`config.mk`:
```
export PLATFORM = sky130hd
export DESIGN_NAME = instr_prefetch_buffer
export DESIGN_NICKNAME = d
export VERILOG_FILES = /design/src/rtl/instr_prefetch_buffer.sv
export SDC_FILE = /design/constraint.sdc
export NUM_CORES = 1
export LEC_CHECK = 0
export ABC_AREA = 1
export CORE_MARGIN = 4
export CORE_UTILIZATION = 25
export CTS_CLUSTER_DIAMETER = 50
export DETAILED_ROUTE_END_ITERATION = 10
export GPL_TIMING_DRIVEN = 0
export PLACE_DENSITY = 0.43
export SLEW_MARGIN = 20
export SYNTH_ARGS = -nofsm -noshare
export SYNTH_HDL_FRONTEND = slang
export SYNTH_SLANG_ARGS = --single-unit
```
`constraint.sdc`:
```
create_clock -name clk -period 2.25 [get_ports clk]
set_input_delay 0.225 -clock clk [delete_from_list [all_inputs] [get_ports clk]]
set_output_delay 0.225 -clock clk [all_outputs]
set_load 0.005 [all_outputs]
```
`src/rtl/instr_prefetch_buffer.sv`:
```
// Instruction prefetch queue: sequential fetch into a DEPTH-entry circular FIFO,
// head entry presented to IF, flush/restart on a taken branch or jump from EX.
module instr_prefetch_buffer #(
  parameter int          DEPTH    = 4,
  parameter logic [31:0] RESET_PC = 32'h0000_0000
) (
  input  logic                       clk,
  input  logic                       reset,
  input  logic                       i_redirect,
  input  logic [31:0]                i_redirect_pc,
  input  logic                       i_consume,
  output logic                       o_valid,
  output logic [31:0]                o_instruction,
  output logic [31:0]                o_pc,
  output logic [31:0]                o_pc_4,
  output logic [$clog2(DEPTH):0]     o_count,
  output logic                       o_mem_req,
  output logic [31:0]                o_mem_addr,
  input  logic                       i_mem_ack,
  input  logic [31:0]                i_mem_rdata
);
  localparam int PW = $clog2(DEPTH);
  localparam logic [PW:0] FULL = (PW+1)'(DEPTH);

  typedef enum logic {RUN, FLUSH} state_e;

  state_e        state_q, state_d;
  logic [31:0]   fetch_pc_q, fetch_pc_d;
  logic [PW-1:0] rd_ptr_q, rd_ptr_d, wr_ptr_q, wr_ptr_d;
  logic [PW:0]   count_q, count_d;
  logic [31:0]   instr_q [DEPTH];
  logic [31:0]   instr_d [DEPTH];
  logic [31:0]   pc_q    [DEPTH];
  logic [31:0]   pc_d    [DEPTH];
  logic          push, pop;

  // Request depends only on state so memory never sees a path from consume/ack.
  assign o_mem_req     = (state_q == RUN) && (count_q < FULL);
  assign o_mem_addr    = fetch_pc_q;
  assign o_valid       = (count_q != '0);
  assign o_count       = count_q;
  assign o_instruction = instr_q[rd_ptr_q];
  assign o_pc          = pc_q[rd_ptr_q];
  assign o_pc_4        = pc_q[rd_ptr_q] + 32'd4;

  assign push = o_mem_req && i_mem_ack && !i_redirect;
  assign pop  = i_consume && o_valid && !i_redirect;

  always_comb begin
    state_d    = RUN;
    fetch_pc_d = fetch_pc_q;
    rd_ptr_d   = rd_ptr_q;
    wr_ptr_d   = wr_ptr_q;
    count_d    = count_q;
    instr_d    = instr_q;
    pc_d       = pc_q;
    if (i_redirect) begin
      // Redirect wins over everything, in RUN or FLUSH; any ack/consume is dropped.
      state_d    = FLUSH;
      fetch_pc_d = {i_redirect_pc[31:2], 2'b00};
      rd_ptr_d   = '0;
      wr_ptr_d   = '0;
      count_d    = '0;
    end else begin
      if (push) begin
        instr_d[wr_ptr_q] = i_mem_rdata;
        pc_d[wr_ptr_q]    = fetch_pc_q;
        wr_ptr_d          = wr_ptr_q + PW'(1);
        fetch_pc_d        = fetch_pc_q + 32'd4;
      end
      if (pop) rd_ptr_d = rd_ptr_q + PW'(1);
      case ({push, pop})
        2'b10:   count_d = count_q + (PW+1)'(1);
        2'b01:   count_d = count_q - (PW+1)'(1);
        default: count_d = count_q;
      endcase
    end
  end

  always_ff @(posedge clk or negedge reset) begin
    if (!reset) begin
      state_q    <= RUN;
      fetch_pc_q <= RESET_PC;
      rd_ptr_q   <= '0;
      wr_ptr_q   <= '0;
      count_q    <= '0;
      for (int i = 0; i < DEPTH; i++) begin
        instr_q[i] <= '0;
        pc_q[i]    <= '0;
      end
    end else begin
      state_q    <= state_d;
      fetch_pc_q <= fetch_pc_d;
      rd_ptr_q   <= rd_ptr_d;
      wr_ptr_q   <= wr_ptr_d;
      count_q    <= count_d;
      instr_q    <= instr_d;
      pc_q       <= pc_d;
    end
  end
endmodule

```
## Word-level counts from Yosys, hierarchy flattened

Cells that the tools add are included.

- Add/sub/neg operators: 6
- $lt $le $gt $ge: 4
- Equality and inequality tests: 2
- Mux-type cells: 19
- Bitwise gates (word level): 4
- Reduce and logical (&&, ||, !) cells: 12

Operators with widths:

| kind | number |
|---|---|
| 128-bit bitwise mux | 2 |
| 32-bit two-way mux | 7 |
| 32-bit binary-select mux with 2-bit select | 2 |
| 32-bit by 3-bit adder with 32-bit output, second input constant | 2 |
| 32-bit demux with 2-bit select | 1 |
| 2-bit two-way mux | 4 |
| 3-bit >= comparator, second input constant | 2 |
| 1-bit logical AND | 6 |
| 2-bit NOT with 3-bit output | 2 |
| 3-bit case mux with 2 select lines | 1 |
| 3-bit nonzero test | 2 |
| 2-bit by 1-bit adder with 2-bit output, second input constant | 2 |
| 2-bit nonzero test | 2 |
| 3-bit by 1-bit adder with 3-bit output, second input constant | 1 |
| 3-bit by 1-bit < comparator with 1-bit output, second input constant | 1 |
| 3-bit < comparator, second input constant | 1 |
| 3-bit two-way mux | 1 |
| 3-bit by 1-bit subtractor with 3-bit output, second input constant | 1 |
| 2-bit by 1-bit == test with 1-bit output, second input constant | 1 |
| 2-bit == test, second input constant | 1 |
| 1-bit NOT | 2 |
| 2-bit AND reduction | 1 |
| 1-bit logical NOT | 1 |
| 1-bit two-way mux | 1 |

- Flip-flop bits (word level): 296
- Word-level logic and storage cells: 60

## Longest topological paths before layout

- Word-level depth: 7
- Depth in mapped cells: 15
- Depth with buffers taken out: 13

## Worst setup path before layout

OpenSTA, ideal clock, no wires.

- Path kind: register -> output
- From: register rd_ptr_q[0]
- To: output o_pc_4[12]
- Data arrival time: 1.961 ns
- Data required time: 2.025 ns
- Setup slack: 0.064 ns
- Cell stages (with the launch flop): 13
- Path buffers: 3
- Cells stage by stage: dfrtp_1 buf_4 buf_6 buf_2 o21ai_0 nand2_1 o21ai_1 ha_1 nand3_2 inv_1 nand2_1 nor2_1 xor2_1

- Cells in the longest elaborated chain, start to end: 5

Ends and longest elaborated chain:

| what | RTL line | RTL |
|---|---|---|
| from (decl) | 29 | `logic [PW-1:0] rd_ptr_q, rd_ptr_d, wr_ptr_q, wr_ptr_d;` |
| from (signal assigned) | 94 | `rd_ptr_q <= rd_ptr_d;` |
| 2-bit NOT with 3-bit output | - |  |
| 32-bit binary-select mux with 2-bit select | - |  |
| 32-bit two-way mux (2 in a row) | - |  |
| net o_pc[2] | 14 | `output logic [31:0] o_pc,` |
| 32-bit by 3-bit adder with 32-bit output | 44 | `assign o_pc_4 = pc_q[rd_ptr_q] + 32'd4;` |
| to (decl) | 15 | `output logic [31:0] o_pc_4,` |

The timed path passes the listed nets, and every way through them passes these cells. The select of a mux whose other input is x is not followed.

## Final worst setup path

- From: register rd_ptr_q[0]
- To: output o_pc_4[24]

- Cells in the longest elaborated chain, start to end: 5

Ends and longest elaborated chain:

| what | RTL line |
|---|---|
| 2-bit NOT with 3-bit output (not written as such) | 44 |
| 32-bit binary-select mux with 2-bit select | 44 |
| 32-bit two-way mux (not written as such) (2 in a row) | 44 |
| 32-bit by 3-bit adder with 32-bit output | 44 |

Every way passes these cells. The select of a mux whose other input is x is not followed.

==> impl_metrics.tcl <==
set metrics [dict create \
    outcome "finished, violations left" \
    violations "setup timing" \
    layout.filler_cells 6008 \
    fin_area_um2 22500 \
    placementRows 89 \
    antennaDiodeCount 0 \
    leakagePower_nw 10.4 \
    clk_latency_ns 0.57 \
    number_of_nets_in_the_final_layout 2164 \
    critPathMostFrequentCell "buf_12" \
    cts_root_buf "clkbuf_16" \
    worstSetupStartpointType "flop" \
    route.antenna.remaining_nets 0 \
    arrival_time_of_the_worst_setup_path_ns 2.69 \
    rr_endpoint "instr_q[69]" \
    synthSimpleGateAreaFrac_pct 22.1 \
    critical_path_class "reg -> out" \
    ys_seq_elements 286 \
    max-vdd-ir-drop_mv 0.571 \
    worst_setup_path_startpoint "rd_ptr_q[0]" \
    setup.worst_path.end_class "output port" \
    layout.cells.most_common_list "nand2_1 (411), dfrtp_1 (284), mux2_2 (137), clkdlybuf4s50_1 (104), nor2_1 (91)" \
    reg2reg_slack_ns 0.09 \
    grt_pass1_wl_um 86900 \
    worstMarginPinSlew_ns 0.752 \
    mean_number_of_vias_per_cell 4.74 \
    cts-root-to-sink-buffers 3 \
    final_min_period_over_clock_period_pct 130 \
    path_cells "buf_8 -> buf_12 -> buf_12 -> o21ai_4 -> nand2_2 -> o21ai_4 -> ha_4 -> nand3_4 -> nor2_4 -> buf_12 -> buf_6 -> nand4_1 -> nand2_4 -> buf_6" \
    dieArea_um2 64200 \
    route.final.wire_length_um 58700 \
    critical_path_buf_inv_count 6 \
    worst_r2r_path_depth 8 \
    largest_family_of_logic_cells_by_synthesized_area "simple AND/OR/NAND/NOR gates" \
    worst_path_dominant_cell_family "buffers and inverters" \
    yosysTopAreaCellShare_pct 47.5 \
    yosys.area_share.xor_xnor_pct 1.86 \
    h-tree-depth 2 \
    io_buffer_count 193 \
    synth_area_um2 15100 \
    postSynthCellCount 1734 \
    power_frac_clock_pct 26.3 \
    netlist_top_cells_area "dfrtp_1 (48%), nand2_1 (13%), mux2_2 (10%), nor2_1 (4.0%), o21ai_0 (3.6%)" \
    synth_area_leader_cell "dfrtp_1" \
    detail_route.iter0.violations 790 \
    route.detailed.wl_per_inst_um 20.3 \
    share_of_total_power_consumed_by_net_switching_pct 37.5 \
    yosys.area_share.adder_pct 0.631 \
    pwr-share-comb_pct 47.0 \
    numCtsBuffers 46 \
    areaGrowthSynthToFinish_pct 49.1 \
    grt_antenna_before_repair 2 \
    cpMaxStageDelayCell "dfrtp_1" \
    pin_count_of_the_biggest_net_entering_global_routing 95 \
    cap_viol_max_count 0 \
    max_stage_delay_ns 0.39 \
    fin_crit_ns 2.92 \
    floorplan.core_area_um2 59400 \
    powerDensity_nw_per_um2 1270 \
    vias_in_the_first_global_route 13900 \
    crit_fanout 6 \
    pre_cts_slack_ns -1.27 \
    track_usage_pct 17.7 \
    detailedPlacementHpwl_um 40500 \
    die_w_um 253 \
    worstSetupPathDepth 14 \
    syn_area_per_cell_um2 8.69 \
    final_max_slew_viol_count 0 \
    initial_utilization_pct 25.4 \
    clk_transition_reported_paths_ns 0.05 \
    most_common_library_cell_in_the_layout_ignoring_fill_and_taps "nand2_1" \
    setup-violations-final 75 \
    max_clock_freq_mhz 343 \
    yosys_warnings 0 \
    worst_r2r_startpoint "o_count[2]" \
    synth.mux.area_fraction_pct 13.2 \
    synth_compound_gate_area_share_pct 8.60 \
    floorplan.io_pins 202 \
    worstHoldPathType "in -> reg" \
    cts_tree "yes" \
    dpl-instance-area_um2 18100 \
    power.sequential.fraction_pct 26.6 \
    grt_setup_unrepaired "yes" \
    yosysSeqAreaShare_pct 47.5 \
    max_slew_margin_pct 49.9 \
    timing.final.hold_violations 0 \
    critPathCapture "o_pc_4[24]" \
    clock_sinks 286 \
    place.gp.congestion 0.854 \
    drcViolationCount 0 \
    cellInternalPower_mw 17.8 \
    netSwitchingPower_mw 10.7 \
    yosysUniqueCellTypes 42 \
    finalWorstSetupSlack_ns -0.667 \
    post_route_cells_drive_above_1_share_pct 36.4 \
    die_h_um 253 \
    timing.clock.skew_ns 0.0159 \
    cp_data_required_time_ns 2.03 \
    detail_route.first_pass.iterations 8 \
    overall_via_count_from_detail_route 13700 \
    grt_overflow_total 0 \
]
## cells in the mapped netlist, drive strengths merged
master / n
clkbuf: 38
nor3b: 2
a31oi: 1
o211ai: 12
conb: 1
fa: 1
a32oi: 1
o221ai: 1
dfrtp: 286
xnor2: 6
clkinv: 1
mux2: 176
nand4: 9
a21oi: 8
o311ai: 1
nand3: 89
nand2: 529
o21a: 46
nor3: 8
o22ai: 33
xor2: 26
ha: 6
or2: 2
o21bai: 2
nor2: 172
nand3b: 4
inv: 93
o21ai: 113
buf: 67
## cell type report
cell class,instances,area [µm²],area share [%]
plain buffers,100,1030,4.57
clock buffers,58,1280,5.69
clock inverters,26,340,1.51
inverters,94,382,1.70
multi-input cells,1254,8300,36.9
flip-flops and latches,286,7160,31.9
well taps,773,967,4.31
repair buffers,306,3020,13.4
## state kept, by name, summed over array words and instances (netlist names)
name and flops:
instr_q 128, o_count 3, rd_ptr_q 2, pc_q 120, o_mem_addr 30, wr_ptr_q 2
state_q 1
## worst reg2reg max path: cells and delay by family (launching register included)
kind / cells / cell delay, ns
flops: 1 / 0.45
buf+inv: 3 / 0.56
mux: 1 / 0.37
simple gates: 4 / 0.66
## what timing repair did
| action | in CTS | in global routing |
|---|---|---|
| resized for setup | 508 | 379 |
| cloned | 6 | 5 |
| hold endpoints to repair | 56 | 0 |
| pin swaps | 59 | 83 |
| buffers inserted | 51 | 50 |
| setup endpoints to repair | 318 | 358 |
| hold buffers | 1 | 0 |
## cell families after synthesis
kind of cell | Yosys count
AO/OA/AOI/OAI | 218
adder cells (fa/ha/maj) | 7
XOR/XNOR | 32
buffers and inverters | 199
AND/OR/NAND/NOR | 815
other | 1
flip-flops | 286
multiplexers | 176
## power groups by stage
| stage | clock [mW] | sequential (mW) | combinational, mW |
|---|---|---|---|
| floorplan | 0 | 7.24 | 4.96 |
| global placement | 0 | 7.47 | 10.1 |
| detailed placement | 0 | 7.49 | 10.2 |
| CTS | 7.68 | 7.43 | 11.5 |
| global route | 7.92 | 7.76 | 14.4 |
| finish | 7.48 | 7.57 | 13.4 |
## worst min path at each step
stage	start	to	slack [ns]	depth (start not counted)
after floorplan	reset	instr_q[0]	-0.07	0
after global placement	instr_q[90]	instr_q[90]	0.46	1
after detailed placement	reset	o_mem_addr[6]	0.20	1
after CTS	i_redirect	state_q	0.10	1
after global routing	i_redirect	state_q	0.12	1
final	i_redirect	state_q	0.13	1
## metrics by stage
stage	cells	power, mW	hold slack, ns	setup TNS [ns]	utilization (%)
6_report	2897	28.4	0.134	-27.90	37.8
2_1_floorplan	1739	12.2	-0.0706	0	-
3_5_place_dp	2708	17.7	0.205	-117.03	30.4
4_1_cts	2850	26.6	0.102	-65.32	35.5
3_3_place_gp	2705	17.6	0.462	-3576.55	30.3
5_1_grt	2897	30.1	0.125	-35.84	37.8
## layer usage
layer	GRT usage (%)	share of wire [%]	wire [µm]
met5	0	0.058	34
met1	23.9	45	26600
met4	5.52	2.9	1690
met3	2.91	4.2	2450
met2	29.3	48	27900
Power figures use the tool's default switching activity.
==> RTL change (config.mk and constraints unchanged) <==
Reset style: synchronous (`reset`), changed in one clocked block.
--- a/src/rtl/instr_prefetch_buffer.sv
+++ b/src/rtl/instr_prefetch_buffer.sv
@@ -77,7 +77,7 @@
     end
   end
 
-  always_ff @(posedge clk or negedge reset) begin
+  always_ff @(posedge clk) begin
     if (!reset) begin
       state_q    <= RUN;
       fetch_pc_q <= RESET_PC;
Check against the original RTL: differs if reset is asserted again (counterexample within 4 cycles, from zero or initial values and one cycle with reset low); with reset held inactive, the same outputs for 4 cycles.
==> RTL change against the original RTL <==
  * Synthesized area is 3.7% lower
  * Sequential cell count stayed put
  * The run still ends with negative setup slack left
  * Clock skew up 0.016 ns
  * Worst setup slack gained 0.051 ns
  * Non-clock buffer count up 57
  * Sequential share of layout area is 5.5 points lower
  * Count of clock-buffer cells in the layout decreased by 3
  * Routed wire length rose by 15%
  * Critical path type unchanged
  * Design area is 3.3% lower
  * Maximum frequency increased by 1.8%
  * Synthesized cell count increased by 28%
  * Die area fell by 3.6%
  * Utilization fell by 0.14 points
Power is not compared: it rests on default switching activity, and its combinational part moved more than twofold at a synthesized area within 25%.
==> RTL change: results (changes against the original RTL) <==
[grt]
grt_antenna_before_repair=2  ; unchanged
grt_pass1_wl_mm=100  ; +15%
grt_usage=0.207  ; +0.0298
grt_max_degree=14  ; -85%
grt_pass1_vias=16100  ; +16%

[finish]
drive_above_1_share=0.251  ; -0.113
layout.nets=2659  ; +23%
n_fill_cell=6117  ; +1.8%
top_register=instr_q
largest_register_ffs=128  ; unchanged

[timing]
setup_viol=73  ; -2.7%
finalSetupTns_ns=-30.09  ; -2.19 ns
worstMarginPinSlew_ns=0.882  ; +0.130 ns
clock_skew_ns=0.0320  ; +0.0161 ns
fin_ws_ns=-0.616  ; +0.0509 ns
whs_ns=0.235  ; +0.101 ns

[logic_synthesis]
synth-adder-area-share=0.00742  ; +0.00110
synth-compound-area-share=0.163  ; +0.0769
synth_common_cells=nand2_1 (578), nor2_1 (316), dfxtp_1 (286)
synth.area.mux_share=0  ; -0.132
yosysTopAreaCell=dfxtp_1
ys_seq_area_frac=0.395  ; -0.0805
ys_types=40  ; -4.8%
ys_top_cells_by_area=dfxtp_1 (39%), nand2_1 (15%), a21oi_1 (9.6%)
synth_xor_area_frac=0.0133  ; -0.00533
yosysWarnings=0  ; unchanged
ys_async_sr_fraction=0  ; -1.00

[run_status]
violations=negative setup slack
status=finished with violations

[placement]
hpwl_mm=48.8  ; +21%
portBuffers=192  ; -0.52%
post_dp_cell_area_um2=17400  ; -3.7%
finalWeightedCongestion=0.878  ; +2.8%

[hold_path]
min_path_cells=3  ; +2

[drt]
vias=16500  ; +21%
dr.pass1.iters=6  ; -2
wl_per_cell_um=20.0  ; -1.2%
drtIter0Drc=1065  ; +35%

[setup_path]
ff2ff_path_depth=12  ; +4
cp.arrival_ns=2.64  ; -0.05 ns
critical_path.max_fanout=5  ; -1

[clock_tree]
insertion_delay_ns=0.59  ; +0.02 ns
cts-root-buf=clkbuf_16
path_clk_slew_ns=0.06
numCtsBuffers=45  ; -2.2%

[pwr]
leakage_uw=0.00868

==> RTL change: path summary, 6_finish.rpt <==
check                                      start            end
worst min register to register          pc_q[90]       pc_q[90]
worst min-delay path            i_redirect_pc[3]  o_mem_addr[3]
worst max register to register        o_count[2]     o_count[1]
worst max-delay path                 rd_ptr_q[0]     o_pc_4[16]
==> RTL change: cells by family (layout without fill, tap and decap cells) <==
logic type	after synthesis	count (layout)
flops	286	286
xor+xnor	22	22
compound gates	457	457
fa+ha+maj	8	8
other cells	1	7
buf+inv	277	662
simple gates	1177	1177
==> RTL change: layout make-up <==
cell class | instances | area (um^2) | area share
multi-input combinational | 1670 | 8940 | 0.412
inverter | 116 | 450 | 0.0207
clock inverter | 28 | 414 | 0.0191
buffer | 155 | 1120 | 0.0517
clock buffer | 55 | 1190 | 0.0550
antenna | 1 | 2.50 | 0.000115
timing repair buffer | 308 | 2910 | 0.134
tap | 765 | 957 | 0.0441
sequential | 286 | 5730 | 0.264
==> RTL change: stage by stage <==
stage / setup WS, ns / total power [uW] / cells
floorplan: 0.172 / 5860 / 2233
global placement: -0.840 / 6570 / 3190
detailed placement: -0.891 / 6580 / 3190
CTS: -0.672 / 14200 / 3351
global route: -0.744 / 14600 / 3384
finish: -0.616 / 14100 / 3384
==> RTL change: worst max-delay path: stages, from the launching register on <==
cell	delay, ns
dfxtp_2	0.34
buf_12	0.14
buf_8	0.11
buf_6	0.12
buf_8	0.13
nand2_4	0.05
nand2_2	0.06
nand2_2	0.06
nand2_4	0.09
buf_12	0.10
nand3_4	0.10
buf_12	0.15
nor2_4	0.09
buf_6	0.12
nand2_2	0.05
xor2_1	0.16
buf_2	0.15
==> RTL change: repair_timing <==
| action | in CTS | in global routing |
|---|---|---|
| setup buffers | 77 | 41 |
| hold buffers | 0 | 0 |
| pin swaps | 90 | 79 |
| gates resized for setup | 632 | 281 |
| endpoints found under the setup margin | 170 | 189 |
| cloned | 2 | 1 |
==> RTL change: metal layers <==
metal,vias to the layer above,part of all wire,track usage
li1,7993,-,-
met4,2,0.031,0.0620
met5,-,0.00019,0
met2,581,0.47,0.348
met3,118,0.066,0.0431
met1,7854,0.44,0.268
==> RTL change: power breakdown <==
part / internal [uW] / switching [uW] / leakage, uW
Sequential: 5160 / 116 / 0.00232
Combinational: 507 / 786 / 0.00558
Clock: 4760 / 2790 / 0.000776
Total: 10400 / 3690 / 0.00868
